--- config.mk ---
export PLATFORM = sky130hd
export DESIGN_NAME = load_use_scoreboard
export DESIGN_NICKNAME = d
export VERILOG_FILES = /design/src/rtl/load_use_scoreboard_pkg.sv /design/src/rtl/load_use_scoreboard_free_picker.sv /design/src/rtl/load_use_scoreboard.sv
export SDC_FILE = /design/constraint.sdc
export NUM_CORES = 1
export LEC_CHECK = 0
export ABC_CLOCK_PERIOD_IN_PS = 3050
export BUFFER_PORTS_ARGS = -buffer_cell sky130_fd_sc_hd__buf_4
export CAP_MARGIN = 20
export CORE_MARGIN = 2
export CORE_UTILIZATION = 55
export CTS_CLUSTER_SIZE = 16
export DETAILED_ROUTE_END_ITERATION = 16
export PLACE_DENSITY = 0.87
export SLEW_MARGIN = 25
export SYNTH_ARGS = -nofsm -noshare
export SYNTH_HDL_FRONTEND = slang
export SYNTH_SLANG_ARGS = --single-unit
--- constraint.sdc ---
create_clock -name clk -period 3.05 [get_ports clk]
set_clock_uncertainty 0.15 [all_clocks]
set_input_delay 0.1525 -clock clk [delete_from_list [all_inputs] [get_ports clk]]
set_output_delay 0.1525 -clock clk [all_outputs]
set_load 0.02 [all_outputs]
--- src/rtl/load_use_scoreboard_pkg.sv ---
// Shared sizing, latency constants and the tracking-entry layout for the
// load-use scoreboard.
package load_use_scoreboard_pkg;

    localparam int DEPTH_DEF = 4;
    localparam int CNT_W_DEF = 3;
    localparam int REG_W_DEF = 5;

    localparam int LAT_LOAD = 1;
    localparam int LAT_MUL  = 3;

    typedef struct packed {
        logic                 valid;
        logic [REG_W_DEF-1:0] dest;
        logic [CNT_W_DEF-1:0] cnt;
    } sb_entry_t;

endpackage

--- src/rtl/load_use_scoreboard_free_picker.sv ---
// Priority encoder over the free-entry mask: reports the lowest and the
// second-lowest free slot together with their found flags.
module sb_free_picker #(
    parameter  int DEPTH = 4,
    localparam int IDX_W = $clog2(DEPTH)
) (
    input  logic [DEPTH-1:0] free,
    output logic [IDX_W-1:0] first_idx,
    output logic             first_found,
    output logic [IDX_W-1:0] second_idx,
    output logic             second_found
);

    always_comb begin
        first_idx    = '0;
        first_found  = 1'b0;
        second_idx   = '0;
        second_found = 1'b0;
        for (int i = 0; i < DEPTH; i++) begin
            if (free[i]) begin
                if (!first_found) begin
                    first_found = 1'b1;
                    first_idx   = IDX_W'(i);
                end else if (!second_found) begin
                    second_found = 1'b1;
                    second_idx   = IDX_W'(i);
                end
            end
        end
    end

endmodule

--- src/rtl/load_use_scoreboard.sv ---
// Tracks in-flight long-latency register writes (loads, multi-cycle ALU ops)
// and stalls each decode lane until those results become forwardable.
module load_use_scoreboard
    import load_use_scoreboard_pkg::*;
#(
    parameter int DEPTH = DEPTH_DEF,
    parameter int CNT_W = CNT_W_DEF,
    parameter int REG_W = REG_W_DEF
) (
    input  logic             clk,
    input  logic             rst_n,
    input  logic             alloc0_valid,
    input  logic [REG_W-1:0] alloc0_dest,
    input  logic [CNT_W-1:0] alloc0_lat,
    input  logic             alloc1_valid,
    input  logic [REG_W-1:0] alloc1_dest,
    input  logic [CNT_W-1:0] alloc1_lat,
    input  logic [REG_W-1:0] rs0D,
    input  logic [REG_W-1:0] rt0D,
    input  logic [REG_W-1:0] rs1D,
    input  logic [REG_W-1:0] rt1D,
    input  logic             pipe_hold,
    input  logic             flush,
    output logic             stall0,
    output logic             stall1,
    output logic             alloc_ready,
    output logic [CNT_W-1:0] pending_cnt,
    output logic             overflow_err
);

    localparam int IDX_W = $clog2(DEPTH);

    sb_entry_t entries_q [DEPTH];

    logic [DEPTH-1:0] free;
    logic [IDX_W-1:0] first_idx;
    logic [IDX_W-1:0] second_idx;
    logic             first_found;
    logic             second_found;

    logic             req0;
    logic             req1;
    logic             grant0;
    logic             grant1;
    logic [IDX_W-1:0] slot1;
    logic             drop;

    // Free state is taken from the registered table, before this cycle's aging.
    always_comb begin
        free = '0;
        for (int i = 0; i < DEPTH; i++) begin
            free[i] = !entries_q[i].valid;
        end
    end

    sb_free_picker #(
        .DEPTH (DEPTH)
    ) u_picker (
        .free         (free),
        .first_idx    (first_idx),
        .first_found  (first_found),
        .second_idx   (second_idx),
        .second_found (second_found)
    );

    always_comb begin
        req0   = alloc0_valid && (alloc0_dest != '0) && (alloc0_lat != '0) && !pipe_hold && !flush;
        req1   = alloc1_valid && (alloc1_dest != '0) && (alloc1_lat != '0) && !pipe_hold && !flush;
        grant0 = req0 && first_found;
        // Lane1 takes the slot after lane0's when both allocate together.
        grant1 = req1 && (req0 ? second_found : first_found);
        slot1  = req0 ? second_idx : first_idx;
        drop   = (req0 && !grant0) || (req1 && !grant1);
    end

    always_ff @(posedge clk or negedge rst_n) begin
        if (!rst_n) begin
            for (int i = 0; i < DEPTH; i++) begin
                entries_q[i] <= '0;
            end
            overflow_err <= 1'b0;
        end else begin
            if (flush) begin
                for (int i = 0; i < DEPTH; i++) begin
                    entries_q[i].valid <= 1'b0;
                end
            end else if (!pipe_hold) begin
                for (int i = 0; i < DEPTH; i++) begin
                    if (entries_q[i].valid) begin
                        entries_q[i].cnt <= entries_q[i].cnt - CNT_W_DEF'(1);
                        if (entries_q[i].cnt == CNT_W_DEF'(1)) begin
                            entries_q[i].valid <= 1'b0;
                        end
                    end
                end
                // Allocation only targets free slots, so it never collides with aging.
                if (grant0) begin
                    entries_q[first_idx] <= '{valid: 1'b1, dest: alloc0_dest, cnt: alloc0_lat};
                end
                if (grant1) begin
                    entries_q[slot1] <= '{valid: 1'b1, dest: alloc1_dest, cnt: alloc1_lat};
                end
            end
            if (drop) begin
                overflow_err <= 1'b1;
            end
        end
    end

    logic hit_rs0;
    logic hit_rt0;
    logic hit_rs1;
    logic hit_rt1;

    // Stalls look only at registered entries; register zero never hazards.
    always_comb begin
        hit_rs0 = 1'b0;
        hit_rt0 = 1'b0;
        hit_rs1 = 1'b0;
        hit_rt1 = 1'b0;
        for (int i = 0; i < DEPTH; i++) begin
            if (entries_q[i].valid) begin
                if (entries_q[i].dest == rs0D) hit_rs0 = 1'b1;
                if (entries_q[i].dest == rt0D) hit_rt0 = 1'b1;
                if (entries_q[i].dest == rs1D) hit_rs1 = 1'b1;
                if (entries_q[i].dest == rt1D) hit_rt1 = 1'b1;
            end
        end
        stall0 = (hit_rs0 && (rs0D != '0)) || (hit_rt0 && (rt0D != '0));
        stall1 = stall0 || (hit_rs1 && (rs1D != '0)) || (hit_rt1 && (rt1D != '0));
    end

    always_comb begin
        pending_cnt = '0;
        for (int i = 0; i < DEPTH; i++) begin
            pending_cnt = pending_cnt + CNT_W'(entries_q[i].valid);
        end
        alloc_ready = (DEPTH - int'(pending_cnt)) >= 2;
    end

endmodule
# ---- After elaboration in Yosys (flattened, before gate mapping)
# Index checks and enable logic that the tools add are counted.
dict set report op_classes {
  bitwise 4
  n_addsub 8
  n_eq_ne 21
  reduce_logical 35
  n_lt_le_gt_ge 5
  mux 100
}
# operator count
set op_table {}
lappend op_table {{$mux W36} 5}
lappend op_table {{$eq A5 B5 Y1} 16}
lappend op_table {{$bwmux W36} 2}
lappend op_table {{$mux W1} 64}
lappend op_table {{$demux W9 S2} 2}
lappend op_table {{$mux W3} 12}
lappend op_table {{$reduce_bool A5 Y1} 6}
lappend op_table {{$mux W2} 13}
lappend op_table {{$logic_and A1 B1 Y1} 18}
lappend op_table {{$mux W9} 2}
lappend op_table {{$eq A3 B1 Y1 const B} 4}
lappend op_table {{$sub A3 B1 Y3 const B} 4}
lappend op_table {{$ge A3 B3 Y1 const B} 2}
lappend op_table {{$lt A3 B1 Y1 const B} 2}
lappend op_table {{$not A2 Y3} 2}
lappend op_table {{$reduce_bool A3 Y1} 2}
lappend op_table {{$ge A4 B3 Y1 const B} 1}
lappend op_table {{$logic_not A1 Y1} 4}
lappend op_table {{$logic_or A1 B1 Y1} 4}
lappend op_table {{$sub A3 B3 Y4 const A} 1}
lappend op_table {{$add A2 B1 Y3} 1}
lappend op_table {{$add A3 B1 Y3} 1}
lappend op_table {{$add A1 B1 Y2} 1}
lappend op_table {{$ne A2 B1 Y1 const B} 1}
lappend op_table {{2 further kinds} 3}
dict set report word_totals {
  ff_bits 37
  wordCells 186
  out_inout_bits 7
}

# ---- Depth between registers and ports, before layout
dict set report depth {
  ltp_word 19
  mapped_depth 10
  ltp_nobuf 8
}

# ---- Hierarchy
# Synthesis repeated with hierarchy kept, for this count alone.
dict set report hier_totals {
  hier_cells 465
  area_unflattened_um2 3811.2
}
# mod instances cells_each area_per_inst_um2
set by_module_without_submodules {}
lappend by_module_without_submodules {load_use_scoreboard 1 444 3627.2}
lappend by_module_without_submodules {sb_free_picker 1 21 183.9}

# ---- Least setup slack after synthesis
# No wires, ideal clock.
dict set report synth_path {
  path_kind {register to register}
  startpoint {reg entries_q[26] (netlist name)}
  endpoint {reg entries_q[29] (netlist name)}
  n_path_buf 1
  required_time_ps 2775
  slack_ps 543
  synth_period_minus_slack_ps 2507
  setup_ps 125
  t_arrival_ps 2232
  stages_incl_launch_ff 9
  path_cell_list {dfrtp_1 > clkbuf_1 > inv_1 > ha_1 > or2_2 > nor3_2 > mux2_1 > mux2_2 > mux2_4}
}
dict set report synth_via {
  elab_chain_len 16
}
# element line
set synth_rtl {}
lappend synth_rtl {{from (decl)} load_use_scoreboard.sv:33} ;# sb_entry_t entries_q [DEPTH];
lappend synth_rtl {{from (signal, indexed assignment)} load_use_scoreboard.sv:98} ;# entries_q[first_idx] <= '{valid: 1'b1, dest: alloc0_dest, cnt: alloc0_lat};
lappend synth_rtl {{from (signal, indexed assignment)} load_use_scoreboard.sv:101} ;# entries_q[slot1] <= '{valid: 1'b1, dest: alloc1_dest, cnt: alloc1_lat};
lappend synth_rtl {{$mux W2 or $mux W1 (tied branches)} load_use_scoreboard_free_picker.sv:20} ;# if (free[i]) begin
lappend synth_rtl {{$mux W2} load_use_scoreboard_free_picker.sv:21} ;# if (!first_found) begin
lappend synth_rtl {{$mux W2} load_use_scoreboard_free_picker.sv:20}
lappend synth_rtl {{$mux W2} load_use_scoreboard_free_picker.sv:21}
lappend synth_rtl {{$mux W2} load_use_scoreboard_free_picker.sv:20}
lappend synth_rtl {{$not A2 Y3 (not written as such)} load_use_scoreboard.sv:98}
lappend synth_rtl {{$ge A3 B3 Y1 (not written as such) or $lt A3 B1 Y1 (tied branches)} load_use_scoreboard.sv:98}
lappend synth_rtl {{$logic_and A1 B1 Y1 (not written as such)} load_use_scoreboard.sv:98}
lappend synth_rtl {{$mux W9 (not written as such)} load_use_scoreboard.sv:98}
lappend synth_rtl {{$demux W9 S2} load_use_scoreboard.sv:98}
lappend synth_rtl {{$bwmux W36} load_use_scoreboard.sv:98}
lappend synth_rtl {{$mux W36} load_use_scoreboard.sv:97} ;# if (grant0) begin
lappend synth_rtl {{$mux W36} load_use_scoreboard.sv:87} ;# end else if (!pipe_hold) begin
lappend synth_rtl {{$mux W36} load_use_scoreboard.sv:83} ;# if (flush) begin
lappend synth_rtl {{$bwmux W36} load_use_scoreboard.sv:101}
lappend synth_rtl {{$mux W36 *} load_use_scoreboard.sv:100} ;# if (grant1) begin
# Mark *: on every way between the ends. The rest lies on a longest branch, timed or not. The select of a mux whose other input is x is not followed.
# A chain may end at the register's enable or synchronous reset.

# ---- Worst setup path after layout
dict set report layout_path {
  startpoint {reg entries_q[17] (netlist name)}
  endpoint {out alloc_ready}
}
dict set report layout_via {
  elab_chain_len 4
}
# element line
set layout_rtl {}
lappend layout_rtl {{$add A2 B1 Y3} load_use_scoreboard.sv:136} ;# pending_cnt = pending_cnt + CNT_W'(entries_q[i].valid);
lappend layout_rtl {{$add A3 B1 Y3} load_use_scoreboard.sv:136}
lappend layout_rtl {{$sub A3 B3 Y4} load_use_scoreboard.sv:138} ;# alloc_ready = (DEPTH - int'(pending_cnt)) >= 2;
lappend layout_rtl {{$ge A4 B3 Y1} load_use_scoreboard.sv:138}
lappend layout_rtl {{to (decl)} load_use_scoreboard.sv:26} ;# output logic alloc_ready,
# Every way passes these cells.

==> flow_summary_export.csv <==
group,metric,value,unit
power,p_sw,0.758,mW
grt,grt_max_degree,38,
grt,overflow,0,
route,first_pass_iters,4,
synthesis,synth_fa_ha_area_share,5.66,%
clocking,clock_latency,0.30,ns
clocking,cts_tree,"yes",
synthesis,synth_top_cell_area_share,25.2,%
route,avgViaCountPerCell,5.88,
timing,finalCriticalPeriod,2.84,ns
place,post-dp-hpwl,7.16,mm
synthesis,yosys_warnings,0,
synthesis,synth-async-reset-ratio,100,%
timing,whs,0.00312,ns
place,place.gp.congestion,0.932,
timing,worst_pin_slew,0.713,ns
power,finalPower,1.93,mW
floorplan,pin_count,49,
setup_path,crit_end,"alloc_ready",
cells_and_area,fillCellCount,511,
synthesis,yosys-mux-area-fraction,11.7,%
cells_and_area,antenna_cells,0,
floorplan,dieArea,7340,um^2
synthesis,netlist_area,3670,um^2
setup_path,ff2ff_setup_slack,0.31,ns
synthesis,syn_inst,440,
place,place_area,3980,um^2
timing,max_freq,0.352,GHz
power,leakagePower,1.83,nW
setup_path,crit_path_end_kind,"output pin",
synthesis,seq_area_frac_synth,25.2,%
synthesis,syn-num-nets,498,
synthesis,synth_area_leaders,"dfrtp_1 25%, xor2_1 14%, mux2i_1 7.9%, xnor2_1 6.9%, a21oi_1 5.2%",
floorplan,die_x,85.7,um
floorplan,die_y,85.7,um
route,routed_wl,9.28,mm
route,vias,3129,
synthesis,avgSynthCellArea,8.34,um^2
timing,rsz0062_at_grt,"no",
timing,period_share,93.1,%
cells_and_area,instances_no_fill,532,
power,seqPwrFrac,43.4,%
cells_and_area,fin_area,4110,um^2
place,portBuffers,48,
grt,grt.total_usage,26.6,%
floorplan,coreArea,6390,um^2
setup_path,critPathMaxFanout,15,
clocking,cts_resized,0,
clocking,numCtsBuffers,5,
clocking,numClockSinks,37,
clocking,h-tree-depth,2,
route,drtIter0Drc,200,
floorplan,initial_core_util,57.4,%
clocking,clock_path_buffers,2,
setup_path,cp.required,2.75,ns
synthesis,synth_top_family_by_area,"XOR/XNOR gates",
route,routedWlPerCell,17.4,um
power,combPwrFrac,38.7,%
setup_path,crit_start,"entries_q[17]",
cells_and_area,drive_gt1_share,18.0,%
power,p_per_area,469,nW/um^2
cells_and_area,syn_to_final_growth,11.9,%
setup_path,r2r-start,"entries_q[26]",
timing,hold_viol,0,
timing,setup-tns-final,0,ns
place,place_inst,520,
synthesis,ys.flop_type,"dfrtp_1",
synthesis,synth_compound_area_share,12.7,%
synthesis,yosys.area_share.xor_xnor,21.0,%
grt,grt_pass1_vias,3151,
timing,setup-violations-final,0,
clocking,clk_pin_slew_worst_paths,0.07,ns
route,ant_nets,0,
grt,antenna_found_initial,0,
setup_path,reg2reg_depth,8,
route,drc,0,
setup_path,rr_endpoint,"entries_q[2]",
setup_path,arrival,2.54,ns
synthesis,synth_edf_count,0,
power,intPower,1.17,mW
power,ir_worst_vdd,0.000346,V
cells_and_area,final_nets,512,
timing,drv_slew,0,
status,status,"completed",
synthesis,ys_ff_latch,37,
power,swShare,39.3,%
timing,max-slew-margin-rel,52.5,%
setup_path,startpoint_type,"flip-flop",
floorplan,row_count,29,
setup_path,crit_type,"flip-flop to output pin",
worst_hold_path,hp-class,"input port to flip-flop",
power,clockPowerShare,17.9,%
grt,grt_pass1_wl,15.3,mm
clocking,clockRootBuffer,"clkbuf_8",
run,cap_violations,0,
synthesis,yosysUniqueCellTypes,56,
synthesis,yosys.area.top_type,"dfrtp_1",
synthesis,yosys.area_share.simple,16.5,%
-- worst max-delay path, cell delays in order, from the launching register on --
cell and delay (ns):
dfrtp_1 0.71, buf_4 0.27, fa_1 0.43, ha_1 0.21, ha_1 0.30, a21o_1 0.17, buf_4 0.15
-- worst min-delay path by stage --
stage	cells past startpoint	start	end	slack, ns
detailed placement	1	rst_n	entries_q[9]	-0.007
floorplan	0	rst_n	entries_q[0]	-0.29
CTS	3	alloc1_dest[1]	entries_q[4]	0.003
global placement	1	rst_n	entries_q[11]	-0.01
finish	3	alloc1_dest[3]	entries_q[6]	0.003
global route	3	alloc1_dest[1]	entries_q[4]	0.003
-- sequential cells by signal, summed over array words and instances, names as in the netlist --
name / cells
overflow_err: 1
entries_q: 36
-- area by class of cell --
type / instances / area, um^2 / share of cell area (%)
multi-input cells: 335 / 2480 / 60.4
well taps: 77 / 96.3 / 2.35
clock inverters: 3 / 17.5 / 0.427
repair buffers: 60 / 460 / 11.2
clock buffers: 5 / 68.8 / 1.68
flip-flops and latches: 37 / 926 / 22.6
inverters: 15 / 56.3 / 1.37
-- cells by family after synthesis --
logic type               after synthesis
multiplexers                          41
AND/OR/NAND/NOR                      117
XOR/XNOR                              88
flip-flops                            37
buffers and inverters                 68
adder cells (fa/ha/maj)               16
AO/OA/AOI/OAI                         73
-- Yosys cell counts, types with 2 or more instances --
cell,instances
xor2_1,59
nor2_1,40
a21oi_1,38
clkbuf_1,37
dfrtp_1,37
mux2i_1,29
xnor2_1,29
nand2_1,19
ha_1,15
inv_1,15
nor4_1,13
nand3_1,11
nor3_1,11
buf_1,10
buf_2,6
mux2_1,6
a31oi_1,5
mux2_2,5
nand4_1,5
o21ai_0,5
o21ai_2,3
a22o_1,2
nor3_4,2
o211ai_1,2
o21a_1,2
o21ai_1,2
or2_2,2
or4_1,2
-- stage by stage --
stage / worst slack, ns / util (%)
2_1_floorplan: 0.543 / -
3_3_place_gp: 0.461 / 62.3
3_5_place_dp: 0.358 / 62.3
4_1_cts: 0.222 / 64.1
5_1_grt: 0.0715 / 64.3
6_report: 0.211 / 64.3
-- cells in the final DEF, fill, tap and decap left out, drive strengths merged, types with 2 or more instances in the layout --
| cell type | Yosys | final |
|---|---|---|
| nand4 | 5 | 5 |
| dfrtp | 37 | 37 |
| dlygate4sd3 | 0 | 4 |
| a22o | 2 | 2 |
| buf | 16 | 56 |
| inv | 15 | 15 |
| nand2 | 19 | 19 |
| o21a | 2 | 2 |
| nor2 | 41 | 41 |
| xor2 | 59 | 59 |
| nor3 | 14 | 14 |
| nor4 | 13 | 13 |
| o211ai | 2 | 2 |
| mux2 | 12 | 12 |
| o311ai | 2 | 2 |
| mux2i | 29 | 29 |
| ha | 15 | 15 |
| o21ai | 10 | 10 |
| xnor2 | 29 | 29 |
| clkinv | 0 | 2 |
| or2 | 2 | 2 |
| clkbuf | 37 | 5 |
| a21oi | 39 | 39 |
| or4 | 2 | 2 |
| nor4b | 2 | 2 |
| nand3 | 11 | 11 |
| a31oi | 5 | 5 |
-- routing by layer --
metal	routed length, um	part of all wire, %	vias up	GRT usage, %
met5	0	0	-	0
met4	206	2.2	0	11.5
met2	4620	50	104	44.3
li1	-	-	1513	-
met1	3940	42	1496	34.2
met3	513	5.5	16	4.43
-- power groups by stage --
stage	registers (mW)	logic [mW]	clock network, mW
after floorplan	0.662	0.730	0
after global placement	0.833	0.705	0
after detailed placement	0.843	0.738	0
after CTS	0.832	0.746	0.349
after global routing	0.858	0.838	0.380
final	0.836	0.745	0.345
-- what timing repair did --
| item | 4_1_cts | 5_1_grt |
|---|---|---|
| hold buffers | 3 | 1 |
| hold endpoints to repair | 42 | 1 |
| setup buffers | 0 | 0 |
No activity file was read; power rests on OpenSTA's default activity.
